===== src/rtl/ex_mem_pipe_stage_if.sv =====
// EX->MEM stage boundary bundle: flush, upstream and downstream valid/ready/data, occupancy.
// The debug pc/inst lanes exist only when PIPE_DBG_EN is defined.
interface ex_mem_pipe_stage_if #(
  parameter int DATA_W = 112,
  parameter int DBG_W  = 96
);
  logic              flush;
  logic              in_valid;
  logic              in_ready;
  logic [DATA_W-1:0] in_data;
  logic              out_valid;
  logic              out_ready;
  logic [DATA_W-1:0] out_data;
  logic [1:0]        occ;
`ifdef PIPE_DBG_EN
  logic [DBG_W-1:0]  dbg_in;
  logic [DBG_W-1:0]  dbg_out;

  // Environment view: drives EX-side inputs and MEM-side ready.
  modport master (
    output flush, in_valid, in_data, out_ready, dbg_in,
    input  in_ready, out_valid, out_data, occ, dbg_out
  );

  // Stage view.
  modport slave (
    input  flush, in_valid, in_data, out_ready, dbg_in,
    output in_ready, out_valid, out_data, occ, dbg_out
  );
`else
  // Environment view: drives EX-side inputs and MEM-side ready.
  modport master (
    output flush, in_valid, in_data, out_ready,
    input  in_ready, out_valid, out_data, occ
  );

  // Stage view.
  modport slave (
    input  flush, in_valid, in_data, out_ready,
    output in_ready, out_valid, out_data, occ
  );
`endif
endinterface


===== src/rtl/ex_mem_pipe_stage.sv =====
// EX->MEM pipeline register with valid/ready handshake and a one-entry skid buffer.
// in_ready depends on registered state only, so MEM back-pressure never reaches EX
// combinationally. Optional debug lanes (pc/inst) follow the payload when PIPE_DBG_EN is defined.
module ex_mem_pipe_stage #(
  parameter int              DATA_W    = 112,
  parameter int              DBG_W     = 96,
  parameter logic [DATA_W-1:0] RESET_VAL = '0
) (
  input  logic                clk,
  input  logic                rst,
  ex_mem_pipe_stage_if.slave  bus
);

  logic              outValid;
  logic              skidValid;
  logic [DATA_W-1:0] mainData;
  logic [DATA_W-1:0] skidData;
  logic              inReady;
  logic              inFire;
  logic              mainLoad;

  // Handshake decode; mainLoad means the main register is empty or draining this cycle.
  always_comb begin
    inReady  = ~skidValid;
    inFire   = bus.in_valid & inReady;
    mainLoad = ~outValid | bus.out_ready;
  end

  // Occupancy flags: flush wins, then skid drains into main, else a stalled input goes to skid.
  always_ff @(posedge clk or negedge rst) begin
    if (!rst) begin
      outValid  <= 1'b0;
      skidValid <= 1'b0;
    end else if (bus.flush) begin
      outValid  <= 1'b0;
      skidValid <= 1'b0;
    end else if (mainLoad) begin
      outValid  <= skidValid | inFire;
      skidValid <= 1'b0;
    end else if (inFire) begin
      skidValid <= 1'b1;
    end
  end

  // Payload registers load only on a fire or skid->main move; flush leaves contents untouched.
  always_ff @(posedge clk or negedge rst) begin
    if (!rst) begin
      mainData <= RESET_VAL;
      skidData <= RESET_VAL;
    end else if (!bus.flush) begin
      if (mainLoad) begin
        if (skidValid) begin
          mainData <= skidData;
        end else if (inFire) begin
          mainData <= bus.in_data;
        end
      end else if (inFire) begin
        skidData <= bus.in_data;
      end
    end
  end

`ifdef PIPE_DBG_EN
  logic [DBG_W-1:0] mainDbg;
  logic [DBG_W-1:0] skidDbg;

  // Debug lanes share the payload's load conditions exactly.
  always_ff @(posedge clk or negedge rst) begin
    if (!rst) begin
      mainDbg <= '0;
      skidDbg <= '0;
    end else if (!bus.flush) begin
      if (mainLoad) begin
        if (skidValid) begin
          mainDbg <= skidDbg;
        end else if (inFire) begin
          mainDbg <= bus.dbg_in;
        end
      end else if (inFire) begin
        skidDbg <= bus.dbg_in;
      end
    end
  end

  // Drive debug output.
  always_comb begin
    bus.dbg_out = mainDbg;
  end
`endif

  // Outputs straight from registered state.
  always_comb begin
    bus.in_ready  = inReady;
    bus.out_valid = outValid;
    bus.out_data  = mainData;
    bus.occ       = {1'b0, outValid} + {1'b0, skidValid};
  end

  // The skid only fills behind a held main entry, so it can never be valid alone.
  skidImpliesMain: assert property (@(posedge clk) disable iff (!rst) !(skidValid && !outValid));

  // Widths must be meaningful even when the debug lanes are compiled out.
  paramSane: assert property (@(posedge clk) (DATA_W > 0) && (DBG_W > 0));

endmodule


===== src/flat_wrapper.sv =====
// flat-port wrapper written by rule: the top's interface ports become plain ports
module ex_mem_pipe_stage_flat 
#(
  parameter int              DATA_W    = 112,
  parameter int              DBG_W     = 96,
  parameter logic [DATA_W-1:0] RESET_VAL = '0
)
  (clk, rst, bus_flush, bus_in_valid, bus_in_data, bus_out_ready, bus_in_ready, bus_out_valid, bus_out_data, bus_occ);
  ex_mem_pipe_stage_if #(.DATA_W(DATA_W), .DBG_W(DBG_W)) bus_i ();
  input  logic clk;
  input  logic rst;
  input wire logic [$bits(bus_i.flush)-1:0] bus_flush;
  input wire logic [$bits(bus_i.in_valid)-1:0] bus_in_valid;
  input wire logic [$bits(bus_i.in_data)-1:0] bus_in_data;
  input wire logic [$bits(bus_i.out_ready)-1:0] bus_out_ready;
  output wire logic [$bits(bus_i.in_ready)-1:0] bus_in_ready;
  output wire logic [$bits(bus_i.out_valid)-1:0] bus_out_valid;
  output wire logic [$bits(bus_i.out_data)-1:0] bus_out_data;
  output wire logic [$bits(bus_i.occ)-1:0] bus_occ;
  assign bus_i.flush = bus_flush;
  assign bus_i.in_valid = bus_in_valid;
  assign bus_i.in_data = bus_in_data;
  assign bus_i.out_ready = bus_out_ready;
  assign bus_in_ready = bus_i.in_ready;
  assign bus_out_valid = bus_i.out_valid;
  assign bus_out_data = bus_i.out_data;
  assign bus_occ = bus_i.occ;
  ex_mem_pipe_stage #(.DATA_W(DATA_W), .DBG_W(DBG_W), .RESET_VAL(RESET_VAL)) u_core (.clk(clk), .rst(rst), .bus(bus_i));
endmodule

===== config.mk =====
export PLATFORM = sky130hd
export DESIGN_NAME = ex_mem_pipe_stage_flat
export DESIGN_NICKNAME = d
export VERILOG_FILES = /design/src/rtl/ex_mem_pipe_stage_if.sv /design/src/rtl/ex_mem_pipe_stage.sv /design/src/flat_wrapper.sv
export SDC_FILE = /design/constraint.sdc
export NUM_CORES = 1
export LEC_CHECK = 0
export ABC_AREA = 1
export BUFFER_PORTS_ARGS = -buffer_cell sky130_fd_sc_hd__buf_2
export CORE_MARGIN = 1
export CORE_UTILIZATION = 28
export CTS_CLUSTER_DIAMETER = 50
export CTS_CLUSTER_SIZE = 20
export DETAILED_ROUTE_END_ITERATION = 6
export PLACE_DENSITY_LB_ADDON = 0.1
export RECOVER_POWER = 25
export SYNTH_ARGS = -nofsm -noshare
export SYNTH_HDL_FRONTEND = slang
export SYNTH_SLANG_ARGS = --single-unit

===== constraint.sdc =====
create_clock -name clk -period 2.7 [get_ports clk]
set_input_delay 0.135 -clock clk [delete_from_list [all_inputs] [get_ports clk]]
set_output_delay 0.135 -clock clk [all_outputs]
set_load 0.02 [all_outputs]

==> metrics.txt <==
# TYPE chip_impl_metric gauge
chip_impl_metric{name="instances_no_fill",unit=""} 2142
chip_impl_metric{name="design_area",unit="mm²"} 0.0142
chip_impl_metric{name="period_minus_slack",unit="ns"} 2.11
chip_impl_metric{name="detailed_place_hpwl",unit="µm"} 19100
chip_impl_metric{name="num-nets-final",unit=""} 1775
chip_impl_info{name="outcome",value="complete, no violations"} 1
chip_impl_metric{name="drc_errors",unit=""} 0
chip_impl_metric{name="grt_start_max_net_pins",unit=""} 114
chip_impl_metric{name="first_global_vias",unit=""} 10026
chip_impl_metric{name="floorplan.die_area",unit="mm²"} 0.0375
chip_impl_metric{name="worst-endpoint-required",unit="ns"} 2.57
chip_impl_metric{name="cap_viol_max_count",unit=""} 0
chip_impl_metric{name="p_per_area",unit="mW/mm²"} 790
chip_impl_metric{name="post-synth-top-area-fraction",unit="%"} 54.9
chip_impl_metric{name="core.rowCount",unit=""} 69
chip_impl_metric{name="yosys_warnings",unit=""} 0
chip_impl_info{name="hold_path.class",value="input pin to async pin"} 1
chip_impl_metric{name="total_overflow_reported_by_the_global_router",unit=""} 0
chip_impl_metric{name="synth_seq_area_share",unit="%"} 54.9
chip_impl_metric{name="syn-instance-count",unit=""} 1349
chip_impl_metric{name="drt_first_pass_iters",unit=""} 5
chip_impl_metric{name="syn-cell-area",unit="mm²"} 0.0103
chip_impl_metric{name="cts_buffers",unit=""} 35
chip_impl_metric{name="initial_antenna_violation_count",unit=""} 2
chip_impl_info{name="crit_end_category",value="output port"} 1
chip_impl_metric{name="clkTransAtPathRegs",unit="ns"} 0.05
chip_impl_metric{name="dieHeight",unit="µm"} 194
chip_impl_metric{name="clk_latency",unit="ns"} 0.50
chip_impl_info{name="main_synth_ff_type",value="sky130_fd_sc_hd__dfrtp_1"} 1
chip_impl_metric{name="synth-edff-count",unit=""} 0
chip_impl_metric{name="maxSlewHeadroom",unit="%"} 30.7
chip_impl_info{name="yosysMostFrequentCell",value="sky130_fd_sc_hd__nand2_1"} 1
chip_impl_metric{name="gp_routability_congestion",unit=""} 0.730
chip_impl_metric{name="maxClockFrequency",unit="MHz"} 474
chip_impl_metric{name="setup_tns",unit="ns"} 0
chip_impl_metric{name="clock_sinks",unit=""} 226
chip_impl_metric{name="longest_clk_path_bufs",unit=""} 3
chip_impl_metric{name="timing_max_transition_violations_final",unit=""} 0
chip_impl_info{name="cts-root-buf",value="sky130_fd_sc_hd__clkbuf_16"} 1
chip_impl_metric{name="insertedDiodeCount",unit=""} 0
chip_impl_metric{name="final_layout_size_suffix_gt1_share",unit="%"} 19.1
chip_impl_metric{name="count_of_vias_placed_by_the_detailed_router",unit=""} 9737
chip_impl_metric{name="synth_nets",unit=""} 1467
chip_impl_metric{name="post-cts-setup-buffer-count",unit=""} 0
chip_impl_metric{name="htree_levels",unit=""} 2
chip_impl_metric{name="synthesized_area_per_cell",unit="µm²"} 7.63
chip_impl_metric{name="floorplan.initialDensity",unit="%"} 28.7
chip_impl_metric{name="grt_pass1_wl",unit="µm"} 56300
chip_impl_metric{name="place_inst",unit=""} 1967
chip_impl_metric{name="synth.distinct_cells",unit=""} 14
chip_impl_metric{name="worst-path-max-fanout",unit=""} 113
chip_impl_metric{name="timing.reg2reg.setup_slack",unit="ns"} 0.86
chip_impl_info{name="post_synth_main_area_contributors",value="sky130_fd_sc_hd__dfrtp_1 55%, sky130_fd_sc_hd__nand2_1 29%, sky130_fd_sc_hd__nand3_1 11%"} 1
chip_impl_metric{name="post_drt_via_cell_ratio",unit=""} 4.55
chip_impl_metric{name="die_w",unit="µm"} 194
chip_impl_metric{name="post_drt_wl_per_cell",unit="µm"} 16.2
chip_impl_info{name="worst-setup-path-type",value="register to output port"} 1
chip_impl_metric{name="wirelength",unit="µm"} 34600
chip_impl_metric{name="placeableCoreArea",unit="mm²"} 0.0358
chip_impl_metric{name="grt_util_all_layers",unit="%"} 18.6
chip_impl_metric{name="setup_violations",unit=""} 0
chip_impl_info{name="cts_tree",value="done"} 1
chip_impl_metric{name="postSynthRegisterBits",unit=""} 226
chip_impl_metric{name="ant_nets",unit=""} 0
chip_impl_info{name="setup.worst_path.start_class",value="register"} 1
chip_impl_info{name="unrepaired_setup_endpoints_after_global_routing",value="false"} 1
chip_impl_metric{name="io_buffers",unit=""} 232
chip_impl_metric{name="final.hold.worst_slack",unit="ns"} 0.227
chip_impl_metric{name="boundaryPins",unit=""} 233
chip_impl_metric{name="critPathArrivalTime",unit="ns"} 1.97
chip_impl_metric{name="initialDrtViolationCount",unit=""} 557
chip_impl_info{name="synth_commonest_cells",value="787 x sky130_fd_sc_hd__nand2_1, 226 x sky130_fd_sc_hd__dfrtp_1, 224 x sky130_fd_sc_hd__nand3_1, 66 x sky130_fd_sc_hd__buf_2, 23 x sky130_fd_sc_hd__clkbuf_1"} 1
chip_impl_metric{name="hold_viol",unit=""} 0
chip_impl_info{name="yosysTopAreaCell",value="sky130_fd_sc_hd__dfrtp_1"} 1
chip_impl_metric{name="syn_to_final_growth",unit="%"} 38.4
chip_impl_metric{name="asyncSetResetFlopFracSynth",unit="%"} 100
chip_impl_metric{name="placed_area",unit="mm²"} 0.0119
chip_impl_metric{name="finClkSkew",unit="ns"} 0.00777
chip_impl_metric{name="leakagePower",unit="nW"} 7.90
chip_impl_metric{name="worst_pin_slew",unit="ns"} 1.04
chip_impl_metric{name="vdd_drop_max",unit="V"} 0.000399
chip_impl_metric{name="final.period_utilization",unit="%"} 78.1
==> metal layers <==
metal / part of all wire, % / wire, µm / vias up / track usage (%)
met2: 46 / 16000 / 253 / 30.5
met5: 0.066 / 23 / - / 0
met4: 1.7 / 586 / 4 / 4.47
li1: - / - / 4845 / -
met3: 5.5 / 1900 / 45 / 3.48
met1: 47 / 16100 / 4590 / 25.3
==> where the power goes <==
part           internal, mW  leakage, nW  switching [mW]
Combinational         0.721         4.46            1.22
Clock                  3.21        0.614            1.64
Sequential             4.08         2.83           0.379
Total                  8.02         7.90            3.24
==> worst paths after layout <==
kind,startpoint,cells after the start,end
worst min-delay path,rst,2,u_core.skidData[43]
max in group asynchronous,rst,3,u_core.bus.out_data[101]
worst min register to register,u_core.skidData[57],2,u_core.skidData[57]
min in group clk,bus_flush,5,u_core.skidData[83]
worst max-delay path,u_core.skidValid,3,bus_in_ready
worst max register to register,u_core.skidValid,5,u_core.bus.out_data[35]
==> state kept, by name, summed over array words and instances (netlist names) <==
name and flops:
u_core.bus.out_data 112, u_core.skidData 112, u_core.bus.out_valid 1, u_core.skidValid 1
==> layout make-up <==
class                      count  area (µm²)
multi-input combinational   1021        4190
timing repair buffer         368        2560
inverter                       5        21.3
fill                        3687       21600
clock buffer                  43         968
tap                          461         577
clock inverter                18         279
sequential                   226        5660
==> critical path, stage by stage (launching register included) <==
cell and delay [ns]:
sky130_fd_sc_hd__dfrtp_4 0.60, sky130_fd_sc_hd__inv_4 0.10, sky130_fd_sc_hd__buf_12 0.48, sky130_fd_sc_hd__buf_2 0.28
==> metrics by stage <==
| stage | setup slack [ns] | power [mW] | util, % |
|---|---|---|---|
| after floorplan | 1.39 | 5.57 | - |
| after global placement | 0.918 | 6.34 | 33.2 |
| after detailed placement | 0.869 | 6.36 | 33.2 |
| after CTS | 0.539 | 11.4 | 39.9 |
| after global routing | 0.509 | 11.9 | 39.8 |
| final | 0.591 | 11.3 | 39.8 |
==> repair_timing <==
action,CTS,global route
gates resized for setup,0,0
endpoints found under the hold margin,289,0
hold buffers,114,0
==> kinds of logic (layout without fill, tap and decap cells) <==
logic type	after synthesis	in the layout	share of synthesized area [%]
buffers and inverters	102	434	4.70
flip-flops	226	226	54.9
AND/OR/NAND/NOR	1020	1020	40.2
adder cells (fa/ha/maj)	1	1	0.122
==> cell usage in the layout (no fill, tap or decap), types with 2 or more instances in the layout <==
| cell type | instances |
|---|---|
| sky130_fd_sc_hd__clkbuf_8 | 2 |
| sky130_fd_sc_hd__bufinv_16 | 7 |
| sky130_fd_sc_hd__buf_12 | 7 |
| sky130_fd_sc_hd__buf_4 | 12 |
| sky130_fd_sc_hd__clkinv_2 | 7 |
| sky130_fd_sc_hd__nand2_1 | 787 |
| sky130_fd_sc_hd__nand3_4 | 3 |
| sky130_fd_sc_hd__nor2_4 | 3 |
| sky130_fd_sc_hd__buf_2 | 231 |
| sky130_fd_sc_hd__clkbuf_2 | 2 |
| sky130_fd_sc_hd__nand3_1 | 224 |
| sky130_fd_sc_hd__nor2_1 | 3 |
| sky130_fd_sc_hd__clkinv_4 | 3 |
| sky130_fd_sc_hd__clkbuf_1 | 5 |
| sky130_fd_sc_hd__dlygate4sd3_1 | 114 |
| sky130_fd_sc_hd__dfrtp_1 | 225 |
| sky130_fd_sc_hd__clkbuf_16 | 37 |
| sky130_fd_sc_hd__inv_2 | 3 |
No activity file was read; power rests on OpenSTA's default activity.
